[config.mk]
export PLATFORM = sky130hd
export DESIGN_NAME = d_ff_monitor
export DESIGN_NICKNAME = d
export VERILOG_FILES = /design/src/rtl/d_ff_monitor.sv
export SDC_FILE = /design/constraint.sdc
export NUM_CORES = 1
export LEC_CHECK = 0
export CORE_UTILIZATION = 35
export CTS_BUF_LIST = sky130_fd_sc_hd__clkbuf_8
export DETAILED_ROUTE_END_ITERATION = 8
export PLACE_DENSITY = 0.66
export SLEW_MARGIN = 10
export SYNTH_ARGS = -nofsm -noshare
export SYNTH_HDL_FRONTEND = slang
export SYNTH_SLANG_ARGS = --single-unit
[constraint.sdc]
create_clock -name clk -period 3.99 [get_ports clk]
set_clock_uncertainty 0.1 [all_clocks]
set_input_delay 1.197 -clock clk [delete_from_list [all_inputs] [get_ports clk]]
set_output_delay 1.197 -clock clk [all_outputs]
set_load 0.005 [all_outputs]
[src/rtl/d_ff_monitor.sv]
// rtl/d_ff_monitor.sv - receive-side checker that predicts and compares a D flop's q/q_o
module d_ff_monitor #(
  parameter int NUM_CHECKS  = 16,
  parameter int CNT_W       = 8,
  parameter int STOP_ON_ERR = 0
) (
  input  logic             clk,
  input  logic             rst,
  input  logic             en,
  input  logic             d,
  input  logic             dut_rst_n,
  input  logic             q,
  input  logic             q_o,
  output logic             mismatch,
  output logic [CNT_W-1:0] chk_cnt,
  output logic [CNT_W-1:0] err_cnt,
  output logic [CNT_W-1:0] first_err_idx,
  output logic             done,
  output logic             pass
);

  typedef enum logic [1:0] {
    IDLE = 2'd0,
    RUN  = 2'd1,
    DONE = 2'd2,
    HALT = 2'd3
  } state_t;

  localparam logic [CNT_W-1:0] CNT_MAX = {CNT_W{1'b1}};
  localparam logic [CNT_W-1:0] CNT_ONE = CNT_W'(1);
  localparam logic [CNT_W-1:0] NUM_CHK = CNT_W'(NUM_CHECKS);

  state_t           state;
  state_t           state_nxt;
  logic             exp_vld;
  logic             exp_q;
  logic             exp_qo;
  logic             do_cmp;
  logic             cmp_fail;
  logic             chk_hit;
  logic [CNT_W-1:0] chk_nxt;
  logic [CNT_W-1:0] err_nxt;

  // Compare the flop outputs against last cycle's prediction; X/Z on q or q_o fails
  always_comb begin
    do_cmp   = exp_vld && (state == RUN);
    cmp_fail = do_cmp && ((q !== exp_q) || (q_o !== exp_qo));
    chk_nxt  = (chk_cnt == CNT_MAX) ? chk_cnt : chk_cnt + CNT_ONE;
    err_nxt  = (err_cnt == CNT_MAX) ? err_cnt : err_cnt + CNT_ONE;
    chk_hit  = do_cmp && (chk_nxt == NUM_CHK);
  end

  // State register
  always_ff @(posedge clk) begin
    if (rst) begin
      state <= IDLE;
    end else begin
      state <= state_nxt;
    end
  end

  // Next-state: reaching the check budget wins over halting on an error
  always_comb begin
    state_nxt = state;
    case (state)
      IDLE: if (en) state_nxt = RUN;
      RUN: begin
        if (chk_hit) begin
          state_nxt = DONE;
        end else if (cmp_fail && (STOP_ON_ERR != 0)) begin
          state_nxt = HALT;
        end
      end
      DONE:    state_nxt = DONE;
      HALT:    state_nxt = HALT;
      default: state_nxt = IDLE;
    endcase
  end

  // Verdict outputs decoded from the state
  always_comb begin
    done = (state == DONE) || (state == HALT);
    pass = (state == DONE) && (err_cnt == '0);
  end

  // Prediction stage: a flop held in reset drives both outputs low, not complements
  always_ff @(posedge clk) begin
    if (rst) begin
      exp_vld <= 1'b0;
      exp_q   <= 1'b0;
      exp_qo  <= 1'b0;
    end else if ((state == IDLE) || (state == RUN)) begin
      exp_vld <= en;
      exp_q   <= dut_rst_n & d;
      exp_qo  <= dut_rst_n & ~d;
    end else begin
      exp_vld <= 1'b0;
    end
  end

  // Saturating check/error counters, first-failure index and mismatch pulse
  always_ff @(posedge clk) begin
    if (rst) begin
      mismatch      <= 1'b0;
      chk_cnt       <= '0;
      err_cnt       <= '0;
      first_err_idx <= '0;
    end else begin
      mismatch <= 1'b0;
      if (do_cmp) begin
        chk_cnt <= chk_nxt;
        if (cmp_fail) begin
          mismatch <= 1'b1;
          err_cnt  <= err_nxt;
          if (err_cnt == '0) begin
            first_err_idx <= chk_cnt;
          end
        end
      end
    end
  end

endmodule

==> results of run 1 <==
power groups by stage:
stage / Clock (mW) / Sequential [mW] / Combinational [mW]
after floorplan: 0 / 0.339 / 0.115
after global placement: 0 / 0.343 / 0.166
after detailed placement: 0 / 0.344 / 0.166
after CTS: 0.255 / 0.337 / 0.168
after global routing: 0.271 / 0.339 / 0.190
final: 0.247 / 0.337 / 0.166
registers in the layout (all words and copies together) (netlist names):
name / flops
chk_cnt: 8
err_cnt: 8
exp_q: 1
exp_qo: 1
exp_vld: 1
first_err_idx: 8
mismatch: 1
state: 2
kinds of logic after synthesis:
kind of cell / after synthesis / synth area share, %
flip-flops: 30 / 37.5
XOR/XNOR: 12 / 6.57
multiplexers: 9 / 5.63
AND/OR/NAND/NOR: 91 / 29.5
buffers and inverters: 14 / 3.91
adder cells (fa/ha/maj): 8 / 6.26
AO/OA/AOI/OAI: 24 / 10.6
worst max path at each step:
stage | start | end | slack [ns] | cells past startpoint
floorplan | err_cnt[0]$_SDFFE_PP0P_ | pass | 1.43 | 5
global placement | err_cnt[0]$_SDFFE_PP0P_ | pass | 0.87 | 6
detailed placement | err_cnt[0]$_SDFFE_PP0P_ | pass | 0.87 | 6
CTS | err_cnt[0]$_SDFFE_PP0P_ | pass | 0.54 | 6
global route | err_cnt[0]$_SDFFE_PP0P_ | pass | 0.49 | 6
finish | err_cnt[0]$_SDFFE_PP0P_ | pass | 0.58 | 6
critical path, delay by kind of cell, from the launching register on:
kind                     cells  cell delay (ns)
AND/OR/NAND/NOR              3             0.79
buffers and inverters        2             0.57
flip-flops                   1             0.35
adder cells (fa/ha/maj)      1             0.12
per-layer routing:
layer | vias to the layer above | GRT usage (%) | part of all wire [%] | wire length, um
met4 | 0 | 7.33 | 1.8 | 63
li1 | 731 | - | - | -
met3 | 5 | 4.65 | 4.6 | 159
met5 | - | 0 | 0 | 0
met2 | 30 | 25.7 | 44 | 1540
met1 | 654 | 19.4 | 50 | 1730
per-stage QoR:
stage | total power, mW | setup WS, ns | hold slack, ns | instances
after floorplan | 0.454 | 1.43 | 0.374 | 188
after global placement | 0.510 | 0.870 | 0.374 | 266
after detailed placement | 0.511 | 0.868 | 0.382 | 266
after CTS | 0.761 | 0.545 | 0.396 | 274
after global routing | 0.801 | 0.491 | 0.425 | 274
final | 0.750 | 0.581 | 0.393 | 274
cell usage after synthesis, drive strengths merged (2+ instances only):
| cell type | count | share of area (%) |
|---|---|---|
| nor2 | 35 | 9.2 |
| nor3b | 3 | 1.4 |
| a21oi | 7 | 2.2 |
| o211ai | 2 | 0.94 |
| xnor2 | 10 | 5.5 |
| mux2i | 9 | 5.6 |
| nand4 | 2 | 0.78 |
| nor3 | 7 | 2.2 |
| inv | 5 | 1.2 |
| and2 | 2 | 0.78 |
| nand2 | 11 | 2.6 |
| ha | 8 | 6.3 |
| buf | 9 | 2.7 |
| or3 | 3 | 1.2 |
| o21ai | 4 | 1.5 |
| dfxtp | 30 | 38 |
| nand3 | 12 | 3.8 |
| and4 | 3 | 1.6 |
| o2111ai | 3 | 1.6 |
| nor4b | 2 | 1.1 |
| nor4 | 5 | 2.0 |
| a211oi | 2 | 0.94 |
| xor2 | 2 | 1.1 |
final cells by class:
class	count	area [um^2]
clock buffers	6	82.6
clock inverters	2	8.76
fillers	451	2330
inverters	5	18.8
multi-input cells	144	937
flip-flops and latches	30	601
well taps	52	65.1
repair buffers	35	345
==> metrics.md, run 1 <==
| Metric | Value |
|---|---|
| Area post-placement | `between 0.0015 and 0.002 mm^2` |
| Async S/R FF share, synth | `0%` |
| Critical path class | `flop to output pin` |
| P_sw | `0.216 mW` |
| DIE HEIGHT | `69.6 um` |
| CP Capture Type | `output pin` |
| Die W | `69.6 um` |
| Hold EP | `first_err_idx[1]$_SDFFE_PP0P_` |
| Setup_tns | `0 ns` |
| Max_slew headroom | `roughly three fifths` |
| EDFF count, synth | `0` |
| Largest net degree at the start of global routing | `14` |
| Layout Nets | `236` |
| ANT cells | `0` |
| Min cycle time layout | `between 3 and 4 ns` |
| Sink Count | `30` |
| Netlist Area Pre-Place | `0.00160 mm^2` |
| Die ar. | `slightly below 0.005 mm^2` |
| Power per cell area | `between 300 and 400 mW/mm^2` |
| Clock Power Share | `between 30% and 40%` |
| R2R Setup Slk | `1.66 ns` |
| Cell area after layout | `0.00206 mm^2` |
| Worst skew pair latency | `approximately 0.28 ns` |
| Hold Buf Count CTS | `0` |
| Core area | `around 0.0044 mm^2` |
| Most frequent cells in the layout | `nor2_1 (34), clkdlybuf4s50_1 (33), dfxtp_1 (30)` |
| Routed via count | `1420` |
| Hold depth | `2` |
| Distinct cell type count after synthesis | `38` |
| Synthesized Nets | `about 200` |
| Root Driver | `clkbuf_8` |
| Total gr overflow | `0` |
| Dpl hpwl | `approximately 2.5 mm` |
| Status | `completed` |
| Crit start category | `flop` |
| Initial antenna violation count | `0` |
| Final ANT Viol Nets | `0` |
| Num CTS Buffers | `5` |
| RR Endpoint | `state[0]$_SDFFE_PP0P_` |
| Reg clk slew, reported paths | `0.06 ns` |
| Worst-Margin Slew | `0.573 ns` |
| Final Cycle Share | `85.4%` |
| Sw Share | `28.9%` |
| Pleak | `0.719 nW` |
| Top FF cell, synth | `dfxtp_1` |
| First-pass GRT wire length | `6.19 mm` |
| Wire per inst | `12.7 um` |
| Critical path's largest stage delay | `around 0.50 ns` |
| GPL Wtd Cong | `0.799` |
| CTS resizes | `0` |
| Hold WC Path Type | `flop to flop` |
| IO buf count | `33` |
| Yosys reg bits | `30` |
| Total setup buffers inserted after CTS | `0` |
| Yosys warns | `0` |
| IO Pins | `34` |
| Synth-to-layout area growth | `28.6%` |
| VDD IR-drop max | `0.000229 V` |
| RSZ-0062 raised after global routing | `false` |
| Sequential area share after synthesis | `37.5%` |
| Combinational power share | `approximately 22%` |
| Flop pwr share | `44.9%` |
| H-tree Lvls | `2` |
| Worst Path Required | `2.69 ns` |
| Crit-path max FO | `5` |
| Router iterations before antenna repair | `3` |
| Final setup viols | `0` |
| Crit path max-delay cell type | `clkdlybuf4s50_1` |
| Fmax | `just under 300 MHz` |
| Vias in the first global route | `1409` |
| Syn Inst Count | `~190` |
| DRC | `0` |
| Max-Cap Viols | `0` |
| Crit-path cells | `inv_1 > ha_1 > or4b_1 > nor4_1 > and2_1 > clkdlybuf4s50_1` |
| Layout cells sized above 1 | `6.31%` |
| Pins over their slew limit | `0` |
| Detailed-route wire length | `3.49 mm` |
| Clk buf depth | `2` |
| CTS tree | `done` |
| Pint | `0.533 mW` |
| Final core occ | `46.9%` |
| Reg2reg start | `chk_cnt[0]$_SDFFE_PP0P_` |
| Initial drt markers | `50` |
| Crit path DAT | `2.11 ns` |
| Via density | `5.18` |
| Cell depth of the worst flop-to-flop path | `6` |
| Total GRT Usage | `around 16%` |
| Hold Crit Start | `first_err_idx[1]$_SDFFE_PP0P_` |
| Final Hold Fails | `0` |
| Syn Area/Cell | `8.51 um^2` |
| Most common cell after layout, fill and taps aside | `nor2_1` |
| Row cnt | `24` |
| Starting density of the core | `a little over a third` |
Note: power is estimated with default switching activity, not from simulation.
==> run 2, diff against run 1 <==
--- a/config.mk
+++ b/config.mk
@@ -5,6 +5,7 @@
 export SDC_FILE = /design/constraint.sdc
 export NUM_CORES = 1
 export LEC_CHECK = 0
+export CAP_MARGIN = 25
 export CORE_UTILIZATION = 35
 export CTS_BUF_LIST = sky130_fd_sc_hd__clkbuf_8
 export DETAILED_ROUTE_END_ITERATION = 8
==> results of run 2 <==
Final layout, timing and power as in run 1 (identical DEF).
